`src/rtl/clint_timer.sv`:
```
// CLINT-style machine timer: prescaled 64-bit mtime, mtimecmp, registered compare interrupt,
// and a single-outstanding req/ack slave port (2-cycle throughput, one-cycle ack pulse).
module clint_timer #(
  parameter int          TICK_DIV     = 4,
  parameter logic [15:0] MTIME_OFF    = 16'hBFF8,
  parameter logic [15:0] MTIMECMP_OFF = 16'h4000
) (
  input  logic        clk,
  input  logic        rst,
  input  logic        mem_req,
  input  logic        mem_we,
  input  logic [63:0] mem_addr,
  input  logic [63:0] mem_wdata,
  input  logic [7:0]  mem_wmask,
  output logic [63:0] mem_rdata,
  output logic        mem_ack,
  output logic [64:0] time_out
);

  localparam int            PW   = (TICK_DIV > 1) ? $clog2(TICK_DIV) : 1;
  localparam logic [PW-1:0] PMAX = PW'(TICK_DIV - 1);

  typedef enum logic {IDLE, ACK} state_t;

  state_t        state, state_nxt;
  logic [PW-1:0] presc;
  logic [63:0]   mtime, mtimecmp, rdata, rdata_nxt, mask;
  logic          time_int;
  logic          tick, access, sel_time, sel_cmp, wr_time, wr_cmp;
  logic          unused_addr;

  assign unused_addr = ^{mem_addr[63:16], mem_addr[2:0]};

  assign tick     = (presc == PMAX);
  assign sel_time = (mem_addr[15:3] == MTIME_OFF[15:3]);
  assign sel_cmp  = (mem_addr[15:3] == MTIMECMP_OFF[15:3]);

  always_comb begin
    mask = '0;
    for (int i = 0; i < 8; i++) mask[8*i +: 8] = {8{mem_wmask[i]}};
  end

  always_comb begin
    state_nxt = state;
    access    = 1'b0;
    case (state)
      IDLE: if (mem_req) begin
        access    = 1'b1;
        state_nxt = ACK;
      end
      ACK:     state_nxt = IDLE;
      default: state_nxt = IDLE;
    endcase
  end

  // An all-zero mask is a true no-op, so it must not suppress a pending tick.
  assign wr_time   = access & mem_we & sel_time & (|mem_wmask);
  assign wr_cmp    = access & mem_we & sel_cmp;
  assign rdata_nxt = sel_time ? mtime : (sel_cmp ? mtimecmp : 64'd0);

  always_ff @(posedge clk) begin
    if (!rst) begin
      state    <= IDLE;
      presc    <= '0;
      mtime    <= '0;
      mtimecmp <= '1;
      time_int <= 1'b0;
      rdata    <= '0;
    end else begin
      state    <= state_nxt;
      presc    <= tick ? '0 : presc + 1'b1;
      if (wr_time)   mtime <= (mtime & ~mask) | (mem_wdata & mask);
      else if (tick) mtime <= mtime + 64'd1;
      if (wr_cmp)    mtimecmp <= (mtimecmp & ~mask) | (mem_wdata & mask);
      time_int <= (mtime >= mtimecmp);
      if (access)    rdata <= rdata_nxt;
    end
  end

  assign mem_ack   = (state == ACK);
  assign mem_rdata = rdata;
  assign time_out  = {mtime, time_int};

endmodule

```
`config.mk`:
```
export PLATFORM = sky130hd
export DESIGN_NAME = clint_timer
export DESIGN_NICKNAME = d
export VERILOG_FILES = /design/src/rtl/clint_timer.sv
export SDC_FILE = /design/constraint.sdc
export NUM_CORES = 1
export LEC_CHECK = 0
export CORE_AREA = 2 2 227 140
export DETAILED_ROUTE_END_ITERATION = 6
export DIE_AREA = 0 0 229 142
export GPL_TIMING_DRIVEN = 0
export PLACE_DENSITY = 0.59
export SLEW_MARGIN = 10
export SYNTH_ARGS = -nofsm -noshare
export SYNTH_HDL_FRONTEND = slang
export SYNTH_SLANG_ARGS = --single-unit
```
`constraint.sdc`:
```
create_clock -name clk -period 2.1 [get_ports clk]
set_input_delay 0.21 -clock clk [delete_from_list [all_inputs] [get_ports clk]]
set_output_delay 0.21 -clock clk [all_outputs]
set_load 0.1 [all_outputs]
```
# After elaboration in Yosys (flattened, before gate mapping)
# Cells that the tools add are included.
# word_totals
ff_bits	196
inputBits	140
output_inout_bits	130
word_cells	34
# op_classes
n_addsub	2
order_cmp	1
eq_ne	3
muxes	7
bitwise	12
n_reduce_logical	3
# ops
cell	n
$mux W64	4
$and A64 B64 Y64	3
$or A64 B64 Y64	2
$add A64 B1 Y64 const B	1
$ge A64 B64 Y1	1
$not A64 Y64	1
$eq A13 B12 Y1 const B	1
$eq A13 B13 Y1 const B	1
$reduce_or A8 Y1	1
$and A1 B1 Y1	4
$add A2 B1 Y2 const B	1
$eq A2 B2 Y1 const B	1
$mux W1	2
$not A1 Y1	2
$pmux W1 S2	1
$reduce_bool A2 Y1	1
$reduce_or A2 Y1	1

# Longest topological paths before layout
# Gate-level depths: netlist (run 1).
# depth
ltp_word	6
ltp_mapped	10
ltp_nobuf	9

# Worst setup path before layout (run 1)
# Ideal clock, no wire load.
# synth_path
kind	reg-to-reg
from	reg (tool-made name)
to	reg (tool-made name)
setup_ps	93
arrival_ps	2906
required_ps	2007
setup_slack_ps	-899
stages_incl_launch_ff	9
n_path_buf	0
period_less_slack_ps	2999
cell_sequence	dfxtp_1 > ha_1 > and3_2 > nand4_2 > nor4_4 > nand2_4 > nor3_2 > a211oi_1 > a311oi_1

==> run_results.csv, run 1 <==
group,metric,value,unit
final_layout,regArea,4110,um2
synth,synth-warning-count,0,
sta,rsz0062_at_grt,"true",
detailed_routing,wirelength,43200,um
grt,grt_pass1_wl,64100,um
worst_setup_path,rr_worst_depth,9,
sta,maxSlewHeadroom,0.299,
sta,fin_tns_setup,-1.00,ns
floorplan,dieWidth,229,um
worst_setup_path,cp-end-kind,"flip-flop",
floorplan,fp.dieH,142,um
floorplan,start_util,0.343,
final_layout,nNetsFinal,1786,
synth,ys_ff_latch,196,
final_layout,syn_to_final_growth,43.5,%
cts,clk_latency,0.46,ns
final_layout,multi_input_area,6360,um2
final_layout,nFillCells,3031,
grt,antenna_found_initial,2,
final_layout,layout_common_cells,"nor2_1 (137), dfxtp_1 (130), dlygate4sd2_1 (128)",
grt,grt_start_max_net_pins,20,
sta,finalCritPeriodShare,1.09,
worst_setup_path,required,2.40,ns
power_and_ir_drop,p_leak,7.17,nW
synth,synthArstFlopShare,0,
cts,cts.sinks,196,
grt,grt_pass1_vias,10500,
power_and_ir_drop,powerDensity,595,nW/um2
placement,gp_congestion,0.892,
hold_path,min_path_type,"input port to flip-flop",
placement,hpwl,32000,um
worst_setup_path,worst-path-max-fanout,5,
cts,ctsHoldBuffers,0,
worst_setup_path,reg2reg_setup_slack,-0.20,ns
sta,period_minus_slack,2.30,ns
final_layout,fin_cells,2010,
detailed_routing,drcViolationCount,0,
sta,tightest_slew,1.06,ns
detailed_routing,wl_per_cell,21.5,um
worst_setup_path,cp_slowest_cell,"dfxtp_4",
final_layout,fin_area,15000,um2
detailed_routing,ant_nets,0,
placement,portBuffers,216,
sta,drv_slew,0,
placement,placed_cells,1907,
job,cap_viol_max_count,0,
cts,cts_tree,"done",
floorplan,rows,50,
sta,worst_slack,-0.199,ns
grt,grt.overflow.total,0,
power_and_ir_drop,vdd_drop_max,0.000557,V
floorplan,die_area,32500,um2
grt,grt_usage,0.259,
synth,synth.distinct_cells,66,
placement,post_dp_cell_area,13400,um2
floorplan,fp.coreArea,30500,um2
synth,syn_inst,1275,
run_status,status,"finished with violations",
final_layout,layout_commonest_cell,"nor2_1",
sta,hold_slack,0.156,ns
worst_setup_path,endpoint,"time_int",
detailed_routing,drt-initial-drc-count,1068,
synth,netlist_area,10500,um2
sta,final_hold_viol_count,0,
sta,worst_clock_skew,0.0119,ns
synth,synth_edf_count,0,
cts,cts.reportedPaths.clkPinSlew,0.08,ns
floorplan,ios,270,
cts,cts_buffer_depth,2,
worst_setup_path,cp_slowest_stage_delay,0.39,ns
synth,ys.flop_type,"dfxtp_1",
worst_setup_path,cp_cell_sequence,"inv_1, ha_1, nor3b_2, o21ai_1, o2111ai_2, a211oi_2, o31a_1, o31ai_4, o211ai_1",
worst_setup_path,crit_type,"flip-flop to flip-flop",
synth,avgSynthCellArea,8.22,um2
final_layout,drive_above_1_share,0.199,
run_status,violations,"setup timing",
power_and_ir_drop,totalPowerFinal,8.96,mW
sta,fmaxAchievable,0.435,GHz
worst_setup_path,cp_data_arrival_time,2.60,ns
synth,ys_seq_area_frac,0.374,
detailed_routing,vias,11400,
cts,cts_buffers,17,
cts,htree_levels,4,
worst_setup_path,cp-start-kind,"flip-flop",
synth,syn_nets,1481,
detailed_routing,firstDrtPassIters,5,
worst_setup_path,r2r_end,"time_int",
sta,setup_violations,15,
cts,cts-root-buf,"clkbuf_16",
detailed_routing,vias_per_cell,5.69,
## synthesized netlist by cell type, drive strengths merged, types with 3 or more instances
library cell,number,share of area
nor2b,4,0.0024
o21a,4,0.0029
nor3,85,0.042
nand2,109,0.040
nor2,146,0.053
dfxtp,196,0.37
nand3,33,0.017
a311oi,15,0.013
nand4,38,0.023
ha,66,0.079
nand3b,3,0.0021
o211a,3,0.0029
clkbuf,59,0.021
o211ai,54,0.039
o21ai,71,0.034
xor2,6,0.0050
o31a,3,0.0025
o221ai,6,0.0050
o31ai,3,0.0021
inv,70,0.025
and3,35,0.021
or3,3,0.0018
and2,5,0.0030
nor4,14,0.018
a31oi,9,0.0054
a211oi,24,0.018
nor3b,5,0.0036
a221oi,65,0.054
buf,34,0.017
xnor2,5,0.0042
and4,11,0.0097
a21oi,48,0.023
a21o,23,0.017
## critical path, delay by kind of cell (launching register included)
family	cells	cell delay, ns
buffers and inverters	1	0.05
and+or+nand+nor	1	0.17
DFF	1	0.39
AOI/OAI and AO/OA	6	1.22
adders and majority gates	1	0.30
## what timing repair did
item                       4_1_cts  5_1_grt
pin swaps                       20       49
cloned                           0        1
hold endpoints to repair         0        0
setup endpoints to repair      323      147
resized for setup              197      109
setup buffers                   35       46
## how the worst min path moves through the flow
stage	end	cells after the start	slack [ns]	from
2_1_floorplan	flip-flop	2	0.33	mem_wdata[0]
3_3_place_gp	presc[0]	1	0.42	presc[0]
3_5_place_dp	presc[0]	1	0.42	presc[0]
4_1_cts	flip-flop	3	0.14	mem_wmask[4]
5_1_grt	flip-flop	3	0.18	mem_wmask[4]
6_report	flip-flop	3	0.16	mem_wmask[4]
## kinds of logic after synthesis
kind of cell             Yosys count  synth area share
multiplexers                       1           0.00107
flip-flops                       196             0.374
buffers and inverters            163            0.0628
AND/OR/NAND/NOR                  499             0.244
XOR/XNOR                          11           0.00919
adder cells (fa/ha/maj)           66            0.0788
AO/OA/AOI/OAI                    339             0.230
## area by class of cell
type / instances / share of cell area
plain buffers: 81 / 0.0315
inverters: 70 / 0.0175
diodes: 1 / 0.000166
well taps: 416 / 0.0346
repair buffers: 298 / 0.181
flip-flops and latches: 196 / 0.273
clock inverters: 14 / 0.00890
clock buffers: 18 / 0.0299
multi-input cells: 916 / 0.423
## stage by stage
stage,worst slack (ns),utilization
floorplan,-0.202,-
global placement,-1.21,0.439
detailed placement,-1.23,0.439
CTS,-0.209,0.471
global route,-0.272,0.493
finish,-0.199,0.493
## power breakdown
part	internal, mW	switching [mW]
clock	1.81	1.58
combinational	0.435	1.25
sequential	3.78	0.0959
## layer usage
layer | GRT usage | part of all wire | vias up
met2 | 0.353 | 0.39 | 553
met5 | 0 | 0 | -
met1 | 0.393 | 0.50 | 5456
li1 | - | - | 5349
met3 | 0.0687 | 0.091 | 70
met4 | 0.0759 | 0.021 | 0
(Power assumes the default switching activity.)
==> inputs of run 2 (changes only) <==
--- a/config.mk
+++ b/config.mk
@@ -9,8 +9,7 @@
 export DETAILED_ROUTE_END_ITERATION = 6
 export DIE_AREA = 0 0 229 142
 export GPL_TIMING_DRIVEN = 0
-export PLACE_DENSITY = 0.59
-export SLEW_MARGIN = 10
+export PLACE_DENSITY = 0.57
 export SYNTH_ARGS = -nofsm -noshare
 export SYNTH_HDL_FRONTEND = slang
 export SYNTH_SLANG_ARGS = --single-unit
==> constraint.sdc (replaced) <==
create_clock -name clk -period 2.2 [get_ports clk]
set_input_delay 0.22 -clock clk [delete_from_list [all_inputs] [get_ports clk]]
set_output_delay 0.22 -clock clk [all_outputs]
set_load 0.1 [all_outputs]
==> run 2 against run 1 <==
The flow still finishes with violations (setup timing). Global-route usage barely moved. Design area fell by 1.8%. Maximum frequency rose by 3.5%. Critical path depth fell by 2. Clock power fell by 11%. Sequential cell count did not move. Wire length barely moved. Critical path type unchanged.
==> run_results.csv, run 2 (synthesis results as in run 1) <==
group,metric,value,unit
worst_setup_path,timing.critical_path.mode_cell,"nand4_1",
worst_setup_path,cp-end-kind,"flip-flop",
final_layout,fin_cells,2007,
cts,clk_latency,0.46,ns
final_layout,fin_area,14800,um2
cts,cts_buffers,17,
sta,setup_violations,3,
final_layout,syn_to_final_growth,41.0,%
detailed_routing,firstDrtPassIters,5,
grt,grt_start_max_net_pins,17,
worst_setup_path,crit_buf_inv,1,
final_layout,nNetsFinal,1783,
detailed_routing,vias,11300,
detailed_routing,drt-initial-drc-count,1120,
sta,rsz0062_at_grt,"true",
sta,finalCritPeriodShare,1.01,
worst_setup_path,worst-path-max-fanout,8,
sta,period_minus_slack,2.22,ns
grt,grt.overflow.total,0,
detailed_routing,wirelength,43300,um
run_status,violations,"setup timing",
power_and_ir_drop,p_clk_frac,0.361,
sta,worst_clock_skew,0.0121,ns
cts,htree_levels,4,
final_layout,nFillCells,3046,
grt,antenna_found_initial,1,
floorplan,rows,50,
grt,grt_pass1_vias,10500,
floorplan,fp.dieH,142,um
cts,cts.sinks,196,
worst_setup_path,crit_type,"flip-flop to flip-flop",
floorplan,die_area,32500,um2
worst_setup_path,cp_slowest_stage_delay,0.42,ns
cts,ctsHoldBuffers,0,
placement,portBuffers,216,
sta,fmaxAchievable,0.450,GHz
job,cap_viol_max_count,0,
detailed_routing,wl_per_cell,21.6,um
cts,cts-root-buf,"clkbuf_16",
placement,post_dp_cell_area,13400,um2
placement,placed_cells,1907,
sta,final_hold_viol_count,0,
cts,cts_tree,"done",
grt,grt_pass1_wl,64500,um
detailed_routing,vias_per_cell,5.65,
hold_path,min_path_type,"input port to flip-flop",
cts,cts.reportedPaths.clkPinSlew,0.08,ns
sta,tightest_slew,1.05,ns
placement,pre_cts_slack,-1.22,ns
grt,grt_usage,0.259,
final_layout,layout_commonest_cell,"nor2_1",
final_layout,post-route-util,0.484,
floorplan,start_util,0.343,
power_and_ir_drop,p_leak,7.20,nW
placement,gp_congestion,0.898,
sta,drv_slew,0,
floorplan,dieWidth,229,um
power_and_ir_drop,p_int,5.59,mW
power_and_ir_drop,combPwrFrac,0.198,
placement,hpwl,32100,um
worst_setup_path,cp_cell_sequence,"and4_1, nand4_1, nor4_4, nand4_1, buf_6, or3_1, a311oi_2",
worst_setup_path,crit_family,"simple AND/OR/NAND/NOR gates",
final_layout,drive_above_1_share,0.171,
cts,cts_buffer_depth,2,
run_status,status,"finished with violations",
floorplan,fp.coreArea,30500,um2
power_and_ir_drop,totalPowerFinal,8.40,mW
worst_setup_path,required,2.57,ns
power_and_ir_drop,powerDensity,568,nW/um2
floorplan,ios,270,
worst_setup_path,cp_data_arrival_time,2.59,ns
power_and_ir_drop,switching_share,0.334,
sta,worst_slack,-0.0213,ns
power_and_ir_drop,vdd_drop_max,0.000558,V
final_layout,layout_common_cells,"nor2_1 (139), dfxtp_1 (131), clkdlybuf4s50_1 (116)",
sta,maxSlewHeadroom,0.303,
detailed_routing,drcViolationCount,0,
detailed_routing,ant_nets,0,
worst_setup_path,cp_slowest_cell,"dfxtp_4",
power_and_ir_drop,power.net_switching,2.81,mW
power_and_ir_drop,seqPwrFrac,0.441,
worst_setup_path,cp-start-kind,"flip-flop",
==> run 2: layout make-up <==
class	instances	area [um2]	share of cell area
well taps	416	520	0.0352
clock inverters	12	80.1	0.00542
diodes	1	2.50	0.000169
multi-input cells	916	6140	0.415
inverters	70	263	0.0178
clock buffers	20	458	0.0310
repair buffers	291	2750	0.186
flip-flops and latches	196	4110	0.278
plain buffers	85	455	0.0308
==> run 2: worst min-delay path, stage by stage <==
cell and delay (ns):
buf_2 0.18, nand3_1 0.12, a31oi_1 0.07
==> run 2: power by group through the flow <==
stage	Sequential, mW	Clock [mW]	Combinational, mW
floorplan	4.46	0	0.345
global placement	3.79	0	1.60
detailed placement	3.79	0	1.61
CTS	3.71	3.05	1.63
global route	3.72	3.22	1.74
finish	3.70	3.03	1.67
==> run 2: routing by layer <==
metal  part of all wire  track usage  wire [um]  vias to the layer above
met1               0.50        0.404      21800                     5443
li1                   -            -          -                     5343
met4              0.017       0.0660        743                        0
met5                  0            0          0                        -
met3              0.083       0.0555       3600                       60
met2               0.40        0.353      17100                      489
==> run 2: what timing repair did <==
action | 4_1_cts | 5_1_grt
pin swaps | 20 | 29
gates resized for setup | 112 | 82
buffers inserted | 36 | 39
endpoints found under the setup margin | 252 | 162
==> run 2: through the flow <==
step | setup TNS (ns) | hold WS [ns]
floorplan | -0.352 | 0.344
global placement | -152.53 | 0.417
detailed placement | -163.51 | 0.451
CTS | -0.113 | 0.150
global route | -0.722 | 0.226
finish | -0.0631 | 0.183
==> run 2: worst paths after layout <==
check                    start   endpoint  slack [ns]  depth (start not counted)
setup / recovery     flip-flop  flip-flop       -0.02                          7
hold / removal    mem_wmask[4]  flip-flop        0.18                          3
setup reg to reg     flip-flop  flip-flop       -0.02                          7
hold reg to reg       presc[0]   presc[0]        0.45                          1
==> inputs of run 3 (changes only) <==
--- a/config.mk
+++ b/config.mk
@@ -10,6 +10,7 @@
 export DIE_AREA = 0 0 229 142
 export GPL_TIMING_DRIVEN = 0
 export PLACE_DENSITY = 0.57
+export SKIP_LAST_GASP = 1
 export SYNTH_ARGS = -nofsm -noshare
 export SYNTH_HDL_FRONTEND = slang
 export SYNTH_SLANG_ARGS = --single-unit
==> run 3 against run 2 <==
The flow still finishes with violations (setup timing). Total power about the same. Die area unchanged. Global-route usage about the same. Clock skew up 0.0020 ns. Non-clock buffer count up 4. Count of clock-buffer cells in the layout unchanged. Register-to-register slack worse by 0.03 ns. Setup slack worse by 0.030 ns. Worst hold slack worse by 0.0054 ns. Utilization up 0.19 points. Cell count up 0.15%. Clock power about the same. Critical path type unchanged. Largest power group unchanged. Highest routed layer unchanged.
==> run_results.csv, run 3 (synthesis results as in run 1) <==
group,metric,value,unit
grt,grt_usage,0.259,
sta,final_hold_viol_count,0,
power_and_ir_drop,p_leak,7.21,nW
floorplan,rows,50,
placement,pre_cts_slack,-1.22,ns
sta,maxSlewHeadroom,0.303,
worst_setup_path,crit_type,"flip-flop to flip-flop",
placement,hpwl,32100,um
grt,antenna_found_initial,1,
detailed_routing,wirelength,43400,um
detailed_routing,vias,11300,
detailed_routing,vias_per_cell,5.63,
grt,grt_pass1_vias,10500,
final_layout,syn_to_final_growth,41.5,%
detailed_routing,firstDrtPassIters,5,
placement,portBuffers,216,
worst_setup_path,required,2.55,ns
placement,post_dp_cell_area,13400,um2
worst_setup_path,cp-start-kind,"flip-flop",
cts,cts_tree,"done",
grt,grt_start_max_net_pins,17,
job,cap_viol_max_count,0,
final_layout,diodes,0,
sta,rsz0062_at_grt,"true",
grt,grt.overflow.total,0,
cts,cts_buffers,17,
final_layout,nNetsFinal,1787,
final_layout,fin_cells,2010,
floorplan,ios,270,
cts,cts-root-buf,"clkbuf_16",
sta,tightest_slew,1.05,ns
sta,worst_clock_skew,0.0141,ns
floorplan,fp.coreArea,30500,um2
sta,setup_violations,5,
placement,placed_cells,1907,
final_layout,drive_above_1_share,0.178,
run_status,violations,"setup timing",
sta,period_minus_slack,2.25,ns
sta,worst_slack,-0.0511,ns
detailed_routing,wl_per_cell,21.6,um
sta,fmaxAchievable,0.444,GHz
final_layout,layout_commonest_cell,"nor2_1",
worst_setup_path,worst-path-max-fanout,8,
hold_path,min_path_type,"input port to flip-flop",
run_status,status,"finished with violations",
worst_setup_path,cp-end-kind,"flip-flop",
hold_path,hold_start,"mem_wmask[4]",
detailed_routing,drt-initial-drc-count,1069,
floorplan,die_area,32500,um2
floorplan,fp.dieH,142,um
grt,grt_pass1_wl,64400,um
sta,fin_tns_setup,-0.112,ns
final_layout,fin_area,14800,um2
cts,cts.reportedPaths.clkPinSlew,0.08,ns
cts,cts.sinks,196,
sta,drv_slew,0,
cts,htree_levels,4,
final_layout,layout_common_cells,"nor2_1 (138), dfxtp_1 (128), clkdlybuf4s50_1 (117)",
floorplan,dieWidth,229,um
detailed_routing,ant_nets,0,
floorplan,start_util,0.343,
worst_setup_path,cp_data_arrival_time,2.61,ns
power_and_ir_drop,powerDensity,567,nW/um2
cts,clk_latency,0.46,ns
placement,gp_congestion,0.898,
sta,finalCritPeriodShare,1.02,
power_and_ir_drop,vdd_drop_max,0.000556,V
cts,cts_buffer_depth,2,
detailed_routing,drcViolationCount,0,
==> run 3: worst paths after layout <==
check               to  slack [ns]  cells past startpoint
max           time_int       -0.05                      8
min          flip-flop        0.18                      3
max reg2reg   time_int       -0.05                      8
min reg2reg   presc[0]        0.45                      1
==> run 3: layout make-up <==
class	count	area, um2
Fill cell	3043	15700
Multi-Input combinational cell	916	6160
Sequential cell	196	4110
Timing Repair Buffer	294	2770
Tap cell	416	520
Buffer	86	468
Clock buffer	20	458
Inverter	70	263
Clock inverter	12	80.1
==> run 3: layer usage <==
metal / vias to the layer above / part of all wire / global-route usage
li1: 5354 / - / -
met1: 5410 / 0.50 / 0.404
met2: 494 / 0.40 / 0.353
met3: 56 / 0.088 / 0.0555
met4: 0 / 0.017 / 0.0660
met5: - / 0 / 0
==> run 3: worst max-delay path: stages, from the launching register on <==
cell and delay [ns]:
dfxtp_2 0.39, ha_1 0.30, nand4_1 0.23, nor4_4 0.33, buf_4 0.19, nand3_4 0.10
nor3_4 0.31, o31ai_4 0.15, o211ai_1 0.15
==> run 3: per-stage QoR <==
step	hold WS [ns]	power [mW]	util
after floorplan	0.344	4.81	-
after global placement	0.417	5.39	0.439
after detailed placement	0.451	5.40	0.439
after CTS	0.150	8.38	0.467
after global routing	0.226	8.67	0.486
final	0.177	8.40	0.486
==> run 3: where the power goes <==
group	internal (mW)	switching, mW	total, mW
clock network	1.51	1.53	3.04
logic	0.473	1.19	1.67
registers	3.61	0.0925	3.70
total	5.59	2.81	8.40
==> run 3: what timing repair did <==
| action | CTS | global route |
|---|---|---|
| endpoints found under the setup margin | 252 | 169 |
| gates resized for setup | 109 | 98 |
| hold buffers | 0 | 0 |
| buffers inserted | 36 | 43 |
| pin swaps | 17 | 30 |
